[src/rtl/berzerk_input_cond.sv]
// rtl/berzerk_input_cond.sv - joystick debounce and coin pulse shaper for the berzerk core
// Optional autofire on the fire bit is built when AUTOFIRE_EN is defined.
module berzerk_input_cond #(
    parameter int TICK_DIV    = 40000,
    parameter int DB_MS       = 5,
    parameter int COIN_MS     = 50,
    parameter int COIN_GAP_MS = 100,
    parameter int AF_MS       = 50
) (
    input  logic       clk_sys,
    input  logic       reset_n,
    input  logic [8:0] joy_in,
    input  logic       hold,
    input  logic       autofire_on,
    output logic [7:0] joy_out,
    output logic       coin_out,
    output logic [1:0] coin_pending,
    output logic       coin_overflow
);
    localparam int              TW        = (TICK_DIV > 1) ? $clog2(TICK_DIV) : 1;
    localparam logic [TW-1:0]   TICK_LAST = TW'(TICK_DIV - 1);
    localparam logic [7:0]      DB_LIM    = 8'(DB_MS);
    localparam logic [7:0]      COIN_LAST = 8'(COIN_MS - 1);
    localparam logic [7:0]      GAP_LAST  = 8'(COIN_GAP_MS - 1);
    localparam logic [7:0]      AF_LAST   = 8'(AF_MS - 1);

    typedef enum logic [1:0] {IDLE, PULSE, GAP} coin_state_t;

    logic [8:0]    joy_s1;
    logic [8:0]    joy_s2;
    logic [8:0]    db_state;
    logic [7:0]    db_cnt [9];
    logic [TW-1:0] tick_cnt;
    logic          tick;
    logic          coin_prev;
    logic          coin_req;
    logic          launch;
    logic          fire_bit;
    coin_state_t   coin_state;
    logic [7:0]    coin_timer;
    logic [1:0]    credit_cnt;

    always_ff @(posedge clk_sys or negedge reset_n) begin
        if (!reset_n) begin
            joy_s1   <= '0;
            joy_s2   <= '0;
            tick_cnt <= '0;
        end else begin
            joy_s1   <= joy_in;
            joy_s2   <= joy_s1;
            tick_cnt <= tick ? '0 : tick_cnt + TW'(1);
        end
    end

    assign tick = (tick_cnt == TICK_LAST);

    // A bit flips only on the tick after it has differed for DB_MS whole ticks.
    always_ff @(posedge clk_sys or negedge reset_n) begin
        if (!reset_n) begin
            db_state <= '0;
            for (int i = 0; i < 9; i++) db_cnt[i] <= '0;
        end else begin
            for (int i = 0; i < 9; i++) begin
                if (joy_s2[i] == db_state[i]) begin
                    db_cnt[i] <= '0;
                end else if (tick) begin
                    if (db_cnt[i] == DB_LIM) begin
                        db_state[i] <= joy_s2[i];
                        db_cnt[i]   <= '0;
                    end else begin
                        db_cnt[i] <= db_cnt[i] + 8'd1;
                    end
                end
            end
        end
    end

`ifdef AUTOFIRE_EN
    logic       af_off;
    logic [7:0] af_cnt;

    always_ff @(posedge clk_sys or negedge reset_n) begin
        if (!reset_n) begin
            af_off <= 1'b0;
            af_cnt <= '0;
        end else if (!db_state[4] || !autofire_on) begin
            af_off <= 1'b0;
            af_cnt <= '0;
        end else if (tick) begin
            if (af_cnt == AF_LAST) begin
                af_off <= ~af_off;
                af_cnt <= '0;
            end else begin
                af_cnt <= af_cnt + 8'd1;
            end
        end
    end

    assign fire_bit = db_state[4] & ~(autofire_on & af_off);
`else
    logic unused_cfg;
    assign unused_cfg = ^{autofire_on, AF_LAST};
    assign fire_bit   = db_state[4];
`endif

    always_ff @(posedge clk_sys or negedge reset_n) begin
        if (!reset_n) joy_out <= '0;
        else          joy_out <= {db_state[6:5], fire_bit, db_state[3:0], db_state[8]};
    end

    // A request arriving while IDLE is launched directly, so it never touches the queue.
    assign coin_req = db_state[7] & ~coin_prev;
    assign launch   = (coin_state == IDLE) && !hold && ((credit_cnt != 2'd0) || coin_req);

    always_ff @(posedge clk_sys or negedge reset_n) begin
        if (!reset_n) begin
            coin_prev     <= 1'b0;
            credit_cnt    <= '0;
            coin_overflow <= 1'b0;
            coin_state    <= IDLE;
            coin_timer    <= '0;
            coin_out      <= 1'b0;
        end else begin
            coin_prev     <= db_state[7];
            coin_overflow <= 1'b0;
            if (coin_req && !launch) begin
                if (credit_cnt == 2'd3) coin_overflow <= 1'b1;
                else                    credit_cnt    <= credit_cnt + 2'd1;
            end else if (!coin_req && launch) begin
                credit_cnt <= credit_cnt - 2'd1;
            end
            case (coin_state)
                IDLE: begin
                    coin_timer <= '0;
                    if (launch) begin
                        coin_state <= PULSE;
                        coin_out   <= 1'b1;
                    end
                end
                PULSE: if (tick) begin
                    if (coin_timer == COIN_LAST) begin
                        coin_state <= GAP;
                        coin_out   <= 1'b0;
                        coin_timer <= '0;
                    end else begin
                        coin_timer <= coin_timer + 8'd1;
                    end
                end
                GAP: if (tick) begin
                    if (coin_timer == GAP_LAST) coin_state <= IDLE;
                    else                        coin_timer <= coin_timer + 8'd1;
                end
                default: coin_state <= IDLE;
            endcase
        end
    end

    assign coin_pending = credit_cnt;
endmodule

[config.mk]
export PLATFORM = sky130hd
export DESIGN_NAME = berzerk_input_cond
export DESIGN_NICKNAME = d
export VERILOG_FILES = /design/src/rtl/berzerk_input_cond.sv
export SDC_FILE = /design/constraint.sdc
export NUM_CORES = 1
export LEC_CHECK = 0
export ABC_AREA = 1
export CORE_UTILIZATION = 55
export DETAILED_ROUTE_END_ITERATION = 6
export MAX_ROUTING_LAYER = met4
export PLACE_DENSITY = 0.76
export SLEW_MARGIN = 20
export SYNTH_ARGS = -nofsm -noshare
export SYNTH_HDL_FRONTEND = slang
export SYNTH_SLANG_ARGS = --single-unit
[constraint.sdc]
create_clock -name clk_sys -period 1.54 [get_ports clk_sys]
set_input_delay 0.154 -clock clk_sys [delete_from_list [all_inputs] [get_ports clk_sys]]
set_output_delay 0.154 -clock clk_sys [all_outputs]
set_load 0.02 [all_outputs]
* Word-level counts from Yosys, hierarchy flattened
Cells that the tools add are included.
Widths: inputs -> output; s select.
** Word-level totals
- Register bits :: 138
- Bits of input ports :: 13
** Operators by class
- Add/subtract/negate cells :: 13
- Eq/ne operators :: 31
- Mux-type cells :: 48
- Bitwise operators :: 11
- Reduce and logical (&&, ||, !) cells :: 35
** Operators with widths (count)
- $mux 8 :: 31
- $add 8x1->8 const B :: 10
- $eq 8x3->1 const B :: 9
- $reduce_and 3->1 :: 9
- $pmux 8 s3 :: 1
- $reduce_bool 2->1 :: 12
- $add 16x1->16 const B :: 1
- $eq 16x16->1 const B :: 1
- $mux 16 :: 1
- $mux 2 :: 8
- $ne 2x2->1 const B :: 7
- $not 1->1 :: 10
- $eq 1x1->1 :: 9
- $eq 8x6->1 const B :: 1
- $eq 8x7->1 const B :: 1
- $reduce_and 4->1 :: 2
- $pmux 2 s3 :: 1
- $mux 1 :: 5
- $reduce_and 5->1 :: 1
- $eq 2x2->1 const B :: 2
- $logic_and 1x1->1 :: 4
- $logic_not 1->1 :: 3
- $reduce_bool 3->1 :: 1
- $add 2x1->2 const B :: 1
- 7 further kinds :: 7

* Depth between registers and ports, before layout
- Depth after elaboration :: 8
- Mapped depth :: 11
- Mapped depth without buffers :: 11

* Worst setup path before layout
No wires, ideal clock.
- Path type :: register -> register
- Start point :: register tick_cnt[0]
- End point :: register db_state[0]
- Arrival :: 1414 ps
- Required time :: 1422 ps
- Setup slack :: 8 ps
- Stages on the path, launching flop included :: 11
- Buffers on the path :: 2
- Cell sequence :: dfrtp_1 -> ha_1 -> nand3_2 -> nor2_2 -> nand2_2 -> buf_6 -> clkinv_4 -> buf_8 -> nand3_2 -> nand2_1 -> o21ai_2
** Between the ends
- Longest elaborated chain between the ends :: 2
** Ends and longest elaborated chain
- start, declared :: line 33 : logic [TW-1:0] tick_cnt;
- start signal, assigned :: line 51 : tick_cnt <= tick ? '0 : tick_cnt + TW'(1);
- $eq 16x16->1 :: line 55 : assign tick = (tick_cnt == TICK_LAST);
- $reduce_and 3->1 (no line)
- end signal, assigned by index :: line 68 : db_state[i] <= joy_s2[i];
- end, declared :: line 31 : logic [8:0] db_state;
Every way passes these cells.
A chain may end at the register's enable or synchronous reset.

* Worst setup path in the final report
- Start point :: register tick_cnt[1]
- End point :: register coin_state[0]
** Between the ends
- Longest elaborated chain between the ends :: 3
** Ends and longest elaborated chain
- $eq 16x16->1 * :: line 55
- $ne 2x2->1 (no line)
- $reduce_and 5->1 (no line) *
- end signal, assigned :: line 120 : coin_state <= IDLE;
- end signal, assigned :: line 136 : coin_state <= PULSE;
- end signal, assigned :: line 142 : coin_state <= GAP;
- end, declared :: line 39 : coin_state_t coin_state;
Mark *: on every way between the ends. The rest lies on a longest branch, timed or not.

==> results.json <==
{
  "start_kind": "flop",
  "ys_seq_elements": 138,
  "vias_per_cell": 5.31,
  "place.gp.congestion": 0.900,
  "firstDrtPassIters": 5,
  "vias": 6060,
  "finalCritPeriodShare_pct": 102,
  "min_from": "joy_in[4]",
  "seq_area_frac_synth_pct": 48.6,
  "finalInstanceArea_mm2": 0.00909,
  "grt.total_usage_pct": 24.8,
  "wl_per_cell_um": 13.5,
  "dieHeight_um": 116,
  "io_pins": 25,
  "avgSynthCellArea_um2": 8.29,
  "grt_max_degree": 36,
  "pwr_density_cell_mw_per_mm2": 1060,
  "synth_common_cells": "150 x nand2_1, 138 x dfrtp_1, 138 x inv_1",
  "crit_arrival_ns": 1.89,
  "ys_types": 34,
  "reg2reg_depth": 9,
  "hold_end": "joy_s1[4]",
  "reg2reg_slack_ns": -0.03,
  "setup_viol": 19,
  "antenna_found_initial": 0,
  "crit_type": "flop to flop",
  "root_buffer": "clkbuf_16",
  "multi_input_area_mm2": 0.00335,
  "place_hpwl_um": 9970,
  "drt-total-wl_um": 15500,
  "dpl_cell_area_mm2": 0.00793,
  "insertedDiodeCount": 0,
  "areaGrowthSynthToFinish_pct": 27.9,
  "synth_flop_cell": "dfrtp_1",
  "relSlewSlack_pct": 71.8,
  "drive_above_1_share_pct": 18.1,
  "synth.largest_area_cell": "dfrtp_1",
  "h-tree-depth": 4,
  "drt-initial-drc-count": 446,
  "drc_errors": 0,
  "synth_most_common_cell": "nand2_1",
  "worst_r2r_endpoint": "coin_state[0]",
  "synthCells": 858,
  "row_count": 41,
  "yosys_warnings": 0,
  "clock-skew-final_ns": 0.00694,
  "async_reset_ff_share_pct": 100,
  "seqCellArea_mm2": 0.00345,
  "synthTopCellsByArea": "dfrtp_1 49%, nand2_1 7.9%, inv_1 7.3%",
  "finalCriticalPeriod_ns": 1.57,
  "critPathMaxFanout": 7,
  "leakagePower_uw": 0.00437,
  "cts_buffers": 17,
  "finalNetCount": 994,
  "drv_cap": 0,
  "critical_path_required_ns": 1.85,
  "ctsLongestPathBuffers": 2,
  "clk_latency_ns": 0.42,
  "grt-ovfl-total": 0,
  "ant_nets": 0,
  "grt_pass1_vias": 5579,
  "fill_cells": 924,
  "synth_top_area_share_pct": 48.6,
  "endpoint_kind": "flop",
  "netlist_area_mm2": 0.00711,
  "failed_checks": "negative setup slack",
  "core_mm2": 0.0126,
  "dieArea_mm2": 0.0134,
  "setup_ws_ns": -0.0324,
  "synth_nets": 896,
  "clkTransAtPathRegs_ns": 0.06,
  "whs_ns": 0.171,
  "grt_pass1_wl_um": 25000,
  "whs_path_depth": 1,
  "ir_drop_v": 0.000904,
  "portBuffers": 23,
  "hold_viol_final": 0,
  "tritoncts": "built",
  "rsz0062_at_grt": "true",
  "status": "finished, violations left",
  "die_x_um": 116,
  "initial_core_util_pct": 56.4,
  "max_freq_mhz": 636,
  "slew_viol_final": 0,
  "r2r-start": "tick_cnt[1]",
  "max_slew.worst_pin.slew_ns": 0.422,
  "hold_path_class": "input port to flop",
  "cts.sinks": 138,
  "synth_edf_count": 0
}
-- layout make-up --
| cell class | count | share of cell area (%) |
|---|---|---|
| clock buffer | 22 | 5.43 |
| sequential | 138 | 38.0 |
| clock inverter | 10 | 2.05 |
| timing repair buffer | 89 | 9.38 |
| tap | 172 | 2.37 |
| inverter | 142 | 5.92 |
| multi-input combinational | 568 | 36.9 |
-- cells by family after synthesis --
group / Yosys count / synth area share [%]
AND/OR/NAND/NOR: 385 / 24.1
XOR/XNOR: 38 / 4.79
AO/OA/AOI/OAI: 120 / 9.32
buffers and inverters: 152 / 8.80
adder cells (fa/ha/maj): 25 / 4.40
flip-flops: 138 / 48.6
-- placed cells by master, fill, tap and decap left out, types with 2 or more instances in the layout --
| cell type | Yosys | final |
|---|---|---|
| xnor2_1 | 2 | 2 |
| nor2_1 | 82 | 75 |
| nand4_1 | 31 | 31 |
| o22ai_1 | 21 | 8 |
| buf_6 | 4 | 5 |
| dlygate4sd2_1 | 0 | 3 |
| nand2_4 | 0 | 8 |
| nand2_1 | 150 | 135 |
| bufinv_16 | 0 | 5 |
| inv_1 | 138 | 137 |
| clkbuf_16 | 0 | 17 |
| nor2_4 | 0 | 4 |
| buf_4 | 2 | 53 |
| a21oi_2 | 5 | 10 |
| clkinv_4 | 1 | 2 |
| a21oi_1 | 32 | 26 |
| dlymetal6s2s_1 | 0 | 4 |
| nand2_2 | 8 | 12 |
| o22ai_2 | 0 | 13 |
| clkinvlp_4 | 0 | 3 |
| inv_2 | 2 | 3 |
| o21ai_1 | 8 | 20 |
| clkbuf_8 | 0 | 5 |
| nand2_8 | 1 | 4 |
| nor3_1 | 15 | 14 |
| nand3_1 | 92 | 86 |
| o21ai_2 | 1 | 3 |
| nand3_2 | 2 | 7 |
| ha_1 | 25 | 24 |
| clkdlybuf4s50_1 | 0 | 15 |
| buf_12 | 0 | 6 |
| nor2_2 | 3 | 6 |
| dfrtp_1 | 138 | 138 |
| xor2_1 | 35 | 35 |
| o21ai_0 | 49 | 35 |
-- routing by layer --
layer  track usage, %  up-vias  part of all wire (%)
met5                -        -                     0
li1                 -     3004                     -
met2             39.3      123                    50
met3             4.34       20                   3.5
met1             31.4     2913                    45
met4             10.8        0                   1.5
-- per-stage QoR --
stage | utilization (%) | total power, µW | setup slack, ns | setup TNS [ns] | std cells
2_1_floorplan | - | 4400 | 0.00805 | 0 | 858
3_3_place_gp | 62.9 | 4880 | -0.101 | -0.926 | 1098
3_5_place_dp | 62.9 | 4900 | -0.165 | -2.83 | 1098
4_1_cts | 69.2 | 9590 | -0.00518 | -0.00954 | 1135
5_1_grt | 72.1 | 10000 | -0.119 | -5.12 | 1141
6_report | 72.1 | 9670 | -0.0324 | -0.179 | 1141
-- registers in the layout (all words and copies together) (netlist names) --
signal / cells
joy_s2: 9
db_state: 9
coin_state: 2
joy_s1: 9
coin_overflow: 1
coin_timer: 8
joy_out: 8
tick_cnt: 16
coin_pending: 2
coin_out: 1
coin_prev: 1
db_cnt: 72
-- worst max-delay path, stage by stage, from the launching register on --
cell,delay (ns)
dfrtp_1,0.36
ha_2,0.22
nand3_4,0.10
nor2_4,0.16
nand2_4,0.10
buf_12,0.18
a21oi_4,0.16
nand2_2,0.07
nand2_1,0.06
nand2_1,0.05
-- report_power, final --
part           switching [µW]  total (µW)  internal, µW
combinational             765        1300           534
clock                    1520        4610          3090
sequential               56.4        3760          3710
total                    2340        9670          7330
-- what timing repair did --
| action | 4_1_cts | 5_1_grt |
|---|---|---|
| cloned | 1 | 0 |
| resized for setup | 21 | 84 |
| hold endpoints to repair | 138 | 0 |
| pin swaps | 3 | 8 |
| buffers inserted | 3 | 7 |
| setup endpoints to repair | 59 | 95 |
| hold buffers | 1 | 0 |
-- worst max path at each step --
stage	start	cells after the start	to	slack [ns]
after floorplan	tick_cnt[0]	10	db_state[0]	0.008
after global placement	tick_cnt[0]	8	db_cnt[6]	-0.10
after detailed placement	tick_cnt[0]	8	db_cnt[6]	-0.17
after CTS	tick_cnt[0]	8	db_cnt[3]	-0.005
after global routing	tick_cnt[1]	9	coin_state[1]	-0.12
final	tick_cnt[1]	9	coin_state[0]	-0.03
(Power assumes the default switching activity.)
